### src/rtl/sram_nbank_preload_if.sv
// Preload stream and read port bundle for sram_nbank_preload.
// The slave modport is the memory; the master modport is whoever feeds and reads it.
interface sram_nbank_preload_if #(
  parameter int QUAN_SIZE       = 4,
  parameter int BANK_INTERLEAVE = 2,
  parameter int WSEL_BITWIDTH   = 1,
  parameter int ADDR_BITWIDTH   = 4
);
  logic                                 preload_start_i;
  logic [QUAN_SIZE-1:0]                 preload_data_i;
  logic                                 preload_valid_i;
  logic                                 preload_ready_o;
  logic                                 preload_done_o;
  logic                                 mem_ready_o;
  logic                                 read_en_i;
  logic [ADDR_BITWIDTH-1:0]             read_addr_i;
  logic [WSEL_BITWIDTH-1:0]             read_strobe_i;
  logic [QUAN_SIZE*BANK_INTERLEAVE-1:0] read_page_o;
  logic [QUAN_SIZE-1:0]                 read_word_o;
  logic                                 read_valid_o;
  logic                                 read_err_o;

  modport master (
    output preload_start_i, preload_data_i, preload_valid_i,
           read_en_i, read_addr_i, read_strobe_i,
    input  preload_ready_o, preload_done_o, mem_ready_o,
           read_page_o, read_word_o, read_valid_o, read_err_o
  );

  modport slave (
    input  preload_start_i, preload_data_i, preload_valid_i,
           read_en_i, read_addr_i, read_strobe_i,
    output preload_ready_o, preload_done_o, mem_ready_o,
           read_page_o, read_word_o, read_valid_o, read_err_o
  );
endinterface

### src/rtl/sram_nbank_preload.sv
// N-bank interleaved page memory: a word stream fills pages lane by lane,
// then pages/words are read back through a one-cycle registered port.
module sram_nbank_preload #(
  parameter int QUAN_SIZE       = 4,
  parameter int BANK_INTERLEAVE = 2,
  parameter int WSEL_BITWIDTH   = 1,
  parameter int PAGE_NUM        = 16,
  parameter int ADDR_BITWIDTH   = 4
) (
  input logic                 sys_clk,
  input logic                 sys_rst,
  sram_nbank_preload_if.slave bus
);
  typedef enum logic [1:0] {IDLE, PRELOAD, READY} state_t;

  localparam logic [WSEL_BITWIDTH-1:0] LAST_WORD = WSEL_BITWIDTH'(BANK_INTERLEAVE-1);
  localparam logic [ADDR_BITWIDTH-1:0] LAST_PAGE = ADDR_BITWIDTH'(PAGE_NUM-1);

  state_t state, state_nxt;

  logic [WSEL_BITWIDTH-1:0]                        word_cnt;
  logic [ADDR_BITWIDTH-1:0]                        page_cnt;
  logic [BANK_INTERLEAVE-2:0][QUAN_SIZE-1:0]       staging;
  logic [BANK_INTERLEAVE-1:0][QUAN_SIZE-1:0]       mem [PAGE_NUM];
  logic [BANK_INTERLEAVE-1:0][QUAN_SIZE-1:0]       rd_lanes;
  logic [BANK_INTERLEAVE-1:0][QUAN_SIZE-1:0]       rd_page_q;
  logic [QUAN_SIZE-1:0]                            rd_word_q;
  logic ready_c, accept, page_wr, final_wr, rd_ok;
  logic done_q, rd_vld_q, rd_err_q;

  // Start has priority over the stream, so no word is taken in the start cycle.
  assign ready_c  = (state == PRELOAD) && !bus.preload_start_i;
  assign accept   = ready_c && bus.preload_valid_i;
  assign page_wr  = accept && (word_cnt == LAST_WORD);
  assign final_wr = page_wr && (page_cnt == LAST_PAGE);
  assign rd_ok    = bus.read_en_i && (state == READY);
  assign rd_lanes = mem[bus.read_addr_i];

  always_ff @(posedge sys_clk or posedge sys_rst) begin
    if (sys_rst) state <= IDLE;
    else         state <= state_nxt;
  end

  always_comb begin
    state_nxt = state;
    case (state)
      IDLE:    if (bus.preload_start_i) state_nxt = PRELOAD;
      PRELOAD: if (bus.preload_start_i) state_nxt = PRELOAD;
               else if (final_wr)       state_nxt = READY;
      READY:   if (bus.preload_start_i) state_nxt = PRELOAD;
      default:                          state_nxt = IDLE;
    endcase
  end

  // Counters restart on every start; stale staging lanes get overwritten before use.
  always_ff @(posedge sys_clk or posedge sys_rst) begin
    if (sys_rst) begin
      word_cnt <= '0;
      page_cnt <= '0;
      staging  <= '0;
      done_q   <= 1'b0;
    end else begin
      done_q <= final_wr;
      if (bus.preload_start_i) begin
        word_cnt <= '0;
        page_cnt <= '0;
      end else if (accept) begin
        if (page_wr) begin
          word_cnt <= '0;
          page_cnt <= page_cnt + ADDR_BITWIDTH'(1);
        end else begin
          staging[word_cnt] <= bus.preload_data_i;
          word_cnt          <= word_cnt + WSEL_BITWIDTH'(1);
        end
      end
    end
  end

  always_ff @(posedge sys_clk) begin
    if (page_wr) mem[page_cnt] <= {bus.preload_data_i, staging};
  end

  always_ff @(posedge sys_clk or posedge sys_rst) begin
    if (sys_rst) begin
      rd_page_q <= '0;
      rd_word_q <= '0;
      rd_vld_q  <= 1'b0;
      rd_err_q  <= 1'b0;
    end else begin
      rd_vld_q <= rd_ok;
      rd_err_q <= bus.read_en_i && (state != READY);
      if (rd_ok) begin
        rd_page_q <= rd_lanes;
        rd_word_q <= rd_lanes[bus.read_strobe_i];
      end
    end
  end

  assign bus.preload_ready_o = ready_c;
  assign bus.preload_done_o  = done_q;
  assign bus.mem_ready_o     = (state == READY);
  assign bus.read_page_o     = rd_page_q;
  assign bus.read_word_o     = rd_word_q;
  assign bus.read_valid_o    = rd_vld_q;
  assign bus.read_err_o      = rd_err_q;
endmodule
### src/flat_wrapper.sv
// flat-port wrapper written by rule: the top's interface ports become plain ports
module sram_nbank_preload_flat 
#(
  parameter int QUAN_SIZE       = 4,
  parameter int BANK_INTERLEAVE = 2,
  parameter int WSEL_BITWIDTH   = 1,
  parameter int PAGE_NUM        = 16,
  parameter int ADDR_BITWIDTH   = 4
)
  (sys_clk, sys_rst, bus_preload_start_i, bus_preload_data_i, bus_preload_valid_i, bus_read_en_i, bus_read_addr_i, bus_read_strobe_i, bus_preload_ready_o, bus_preload_done_o, bus_mem_ready_o, bus_read_page_o, bus_read_word_o, bus_read_valid_o, bus_read_err_o);
  sram_nbank_preload_if #(.QUAN_SIZE(QUAN_SIZE), .BANK_INTERLEAVE(BANK_INTERLEAVE), .WSEL_BITWIDTH(WSEL_BITWIDTH), .ADDR_BITWIDTH(ADDR_BITWIDTH)) bus_i ();
  input logic sys_clk;
  input logic sys_rst;
  input wire logic [$bits(bus_i.preload_start_i)-1:0] bus_preload_start_i;
  input wire logic [$bits(bus_i.preload_data_i)-1:0] bus_preload_data_i;
  input wire logic [$bits(bus_i.preload_valid_i)-1:0] bus_preload_valid_i;
  input wire logic [$bits(bus_i.read_en_i)-1:0] bus_read_en_i;
  input wire logic [$bits(bus_i.read_addr_i)-1:0] bus_read_addr_i;
  input wire logic [$bits(bus_i.read_strobe_i)-1:0] bus_read_strobe_i;
  output wire logic [$bits(bus_i.preload_ready_o)-1:0] bus_preload_ready_o;
  output wire logic [$bits(bus_i.preload_done_o)-1:0] bus_preload_done_o;
  output wire logic [$bits(bus_i.mem_ready_o)-1:0] bus_mem_ready_o;
  output wire logic [$bits(bus_i.read_page_o)-1:0] bus_read_page_o;
  output wire logic [$bits(bus_i.read_word_o)-1:0] bus_read_word_o;
  output wire logic [$bits(bus_i.read_valid_o)-1:0] bus_read_valid_o;
  output wire logic [$bits(bus_i.read_err_o)-1:0] bus_read_err_o;
  assign bus_i.preload_start_i = bus_preload_start_i;
  assign bus_i.preload_data_i = bus_preload_data_i;
  assign bus_i.preload_valid_i = bus_preload_valid_i;
  assign bus_i.read_en_i = bus_read_en_i;
  assign bus_i.read_addr_i = bus_read_addr_i;
  assign bus_i.read_strobe_i = bus_read_strobe_i;
  assign bus_preload_ready_o = bus_i.preload_ready_o;
  assign bus_preload_done_o = bus_i.preload_done_o;
  assign bus_mem_ready_o = bus_i.mem_ready_o;
  assign bus_read_page_o = bus_i.read_page_o;
  assign bus_read_word_o = bus_i.read_word_o;
  assign bus_read_valid_o = bus_i.read_valid_o;
  assign bus_read_err_o = bus_i.read_err_o;
  sram_nbank_preload #(.QUAN_SIZE(QUAN_SIZE), .BANK_INTERLEAVE(BANK_INTERLEAVE), .WSEL_BITWIDTH(WSEL_BITWIDTH), .PAGE_NUM(PAGE_NUM), .ADDR_BITWIDTH(ADDR_BITWIDTH)) u_core (.sys_clk(sys_clk), .sys_rst(sys_rst), .bus(bus_i));
endmodule
### config.mk
export PLATFORM = sky130hd
export DESIGN_NAME = sram_nbank_preload_flat
export DESIGN_NICKNAME = d
export VERILOG_FILES = /design/src/rtl/sram_nbank_preload_if.sv /design/src/rtl/sram_nbank_preload.sv /design/src/flat_wrapper.sv
export SDC_FILE = /design/constraint.sdc
export NUM_CORES = 1
export LEC_CHECK = 0
export CAP_MARGIN = 20
export CORE_ASPECT_RATIO = 2
export CORE_UTILIZATION = 53
export DETAILED_ROUTE_END_ITERATION = 12
export HOLD_SLACK_MARGIN = 0.1
export PLACE_DENSITY = 0.74
export SLEW_MARGIN = 15
export SYNTH_ARGS = -nofsm -noshare
export SYNTH_HDL_FRONTEND = slang
export SYNTH_SLANG_ARGS = --single-unit
### constraint.sdc
create_clock -name sys_clk -period 2.55 [get_ports sys_clk]
set_clock_uncertainty 0.2 [all_clocks]
set_input_delay 0.255 -clock sys_clk [delete_from_list [all_inputs] [get_ports sys_clk]]
set_output_delay 0.255 -clock sys_clk [all_outputs]
set_load 0.01 [all_outputs]
==> summary.txt <==
Critical path
  – CP most frequent cell: buf_4
  – WP data required: 2480 ps
  – Critical Path AT: 2240 ps
  – Worst setup EP type: flop
  – Top delay family on crit path: simple AND/OR/NAND/NOR gates
  – RR Startpoint: u_core.state[0]
  – Critical Path Start: u_core.state[0]
  – Reg2Reg Capture Point: u_core.mem[14][3]
  – Setup slack, reg-to-reg: ~240 ps
  – Max stage delay on crit path: 430 ps
  – Worst path depth: 5
  – Crit Path Class: reg2reg
  – CP Cell Sequence: nor4bb_1, buf_4, nand4_1, nor2_1, buf_4
  – Startpoint types: flop
  – CP Capture Point: u_core.mem[14][3]
  – Slowest CP cell: dfrtp_1
  – R2R cell count: 5
  – Buf+Inv Stages, Crit Path: 2
  – CP max FO: 7

Yosys
  – Post-Synth Simple-Gate Area: 5.51%
  – Post-synthesis sequential area ratio: 73.8%
  – Number of synthesized flops with an enable pin: 128
  – Synth Instances: 323
  – Ys async rst share: 16.9%
  – Post-synthesis mux area share: 14.8%
  – Distinct cells, synth: 31
  – Post-synthesis compound-gate area fraction: 2.90%
  – Mean Syn Cell Area: 18.8 um^2
  – Synthesized cell area: 6090 um^2
  – Largest family of logic cells by synthesized area: multiplexers
  – Yosys reg bits: about 150
  – Syn nets: roughly 340
  – Xor and xnor fraction of the mapped netlist area: 0.432%
  – Ys flop type: edfxtp_1
  – Adder-Cell Fraction of Synth Area: 0.822%
  – Yosys warns: 0

Clock network
  – Worst-path clk slew: ~70 ps
  – CTS Sinks: 154
  – Total CTS buffers: 17
  – # H-tree levels: 4
  – CTS Buffer Depth: 2
  – Clk root buf: clkbuf_16
  – CTS tree: yes
  – Worst-skew pair later-pin latency: 420 ps

Global route
  – Largest net degree at the start of global routing: 27
  – First-pass GRT wire length: ~19000 um
  – Initial antenna violation count: 0
  – Vias in the first global route: between 3000 and 4000
  – Remaining Overflow, GRT: 0
  – Total Routing Usage GR: 22.9%

Layout
  – Antenna diodes: 0
  – Commonest cells after routing, fill and taps aside: edfxtp_1, mux4_2, buf_4, clkdlybuf4s50_1, dfrtp_1
  – Ratio of cells with drive above 1 in the final layout: 28.4%
  – # nets final: 414
  – Most common cell after layout, fill and taps aside: edfxtp_1
  – Util after Layout: 66.4%
  – Synth-to-Final Area Change: 22.4%
  – Fillers: 708
  – Cell area after layout: 7450 um^2

Drt
  – Total iterations of the first detailed-routing run: 4
  – Vias: about 3200
  – Initial DRC count: 295
  – DR vias/cell: 5.85
  – DRC violations left: 0
  – WL final: 12200 um
  – Final ANT Viol Nets: 0
  – WL per Instance: 22.2 um

Timing
  – RSZ-0062 raised after global routing: no
  – Fmax: 432 MHz
  – Period minus WS final: 2310 ps
  – Final setup vio count: 0
  – Worst Tran Pin Value: just under 600 ps
  – Hold Fails Final Rpt: 0
  – Final Max Tran Viols: 0
  – Final period util: 90.7%
  – Max-slew headroom: 61.2%
  – Final WS setup: between 200 and 250 ps

Power
  – Leak Pwr: around 2.6 nW
  – Worst IR Drop VDD: 0.000515 V
  – Total power: 5.52 mW
  – Power per Cell Area: 741 nW/um^2

Floorplan
  – I/O pin count: 31
  – Starting Density: 54.3%
  – Die H: 154 um
  – # rows: 55
  – DIE AREA: between 10000 and 15000 um^2
  – Core area: 11200 um^2
  – Die X: 77.8 um

Placed design
  – RePlAce Congestion: 0.880
  – DPL Wire Length: 8570 um
  – Port Buffers: 30
  – Post-place instance area: between 6000 and 7000 um^2
  – Dpl ws: -195 ps

Run
  – Maxcap violations: 0

Outcome
  – Status: finished, final reports clean

Hold path
  – Worst Hold Class: in2reg
## repair_timing
| item | in CTS | in global routing |
|---|---|---|
| hold endpoints to repair | 26 | 0 |
| hold buffers | 1 | 0 |
| setup endpoints to repair | 0 | 0 |
| setup buffers | 0 | 0 |
| resized for setup | 0 | 0 |
## per-stage QoR
step           TNS [ps]  hold WS [ps]  cells
6_report              0           229    551
5_1_grt               0           240    551
4_1_cts               0           215    551
3_5_place_dp       -233           279    518
3_3_place_gp       -125           265    518
2_1_floorplan     -6110          95.0    323
## metal layers
metal  GRT usage, %  vias up  share of wire (%)
met3           5.28       35                4.1
met5              0        -                  0
li1               -     1430                  -
met1           24.3     1636                 35
met2           40.4      123                 56
met4           14.0        0                5.4
## where the power goes
part	switching, mW	internal [mW]	leakage, nW
Combinational	0.118	0.118	0.836
Sequential	0.0615	2.79	1.50
Clock	1.05	1.38	0.280
## worst reg2reg max path: stages, from the launching register on
cell	delay (ps)
dfrtp_1	430
nor4bb_1	400
buf_4	200
nand4_1	190
nor2_1	370
buf_4	230
## cell usage after synthesis (5+ instances only)
cell type    n  area (um^2)
nor2b_1      7         43.8
inv_1        9         33.8
edfxtp_1   128         3840
nand2_1     18         67.6
and2_1      10         62.6
mux4_2      33          743
nor2_1       9         33.8
nand3_1      5         25.0
dfrtp_1     26          651
mux2_2      12          135
clkbuf_1    10         37.5
a22oi_1     10         75.1
o21ai_0      7         35.0
## state kept, by name, summed over array words and instances (netlist names)
register / flops
u_core.bus.preload_done_o: 1
u_core.bus.read_err_o: 1
u_core.bus.read_page_o: 8
u_core.bus.read_valid_o: 1
u_core.bus.read_word_o: 4
u_core.mem: 128
u_core.page_cnt: 4
u_core.staging: 4
u_core.state: 2
u_core.word_cnt: 1
## cell families (layout without fill, tap and decap cells)
| kind of cell | Yosys count | after routing |
|---|---|---|
| flops | 154 | 154 |
| simple gates | 64 | 64 |
| mux | 47 | 47 |
| compound gates | 26 | 26 |
| buf+inv | 25 | 111 |
| fa+ha+maj | 4 | 4 |
| xor+xnor | 3 | 3 |
## cell type report
class	instances	area, um^2	area share (%)
sequential	154	4490	60.3
timing repair buffer	69	678	9.10
clock inverter	15	151	2.03
inverter	10	37.5	0.504
multi-input combinational	144	1490	19.9
tap	142	178	2.38
clock buffer	17	425	5.71
## worst min path at each step
stage	startpoint	end	slack [ps]	cells after the start
after CTS	bus_read_en_i	u_core.bus.read_err_o	210	2
after global placement	u_core.bus.read_page_o[1]	u_core.bus.read_page_o[1]	260	2
final	bus_read_en_i	u_core.bus.read_err_o	230	2
after detailed placement	u_core.bus.read_page_o[0]	u_core.bus.read_page_o[0]	280	2
after floorplan	sys_rst	u_core.bus.preload_done_o	100	1
after global routing	bus_read_en_i	u_core.bus.read_err_o	240	2
No activity file was read; power rests on OpenSTA's default activity.
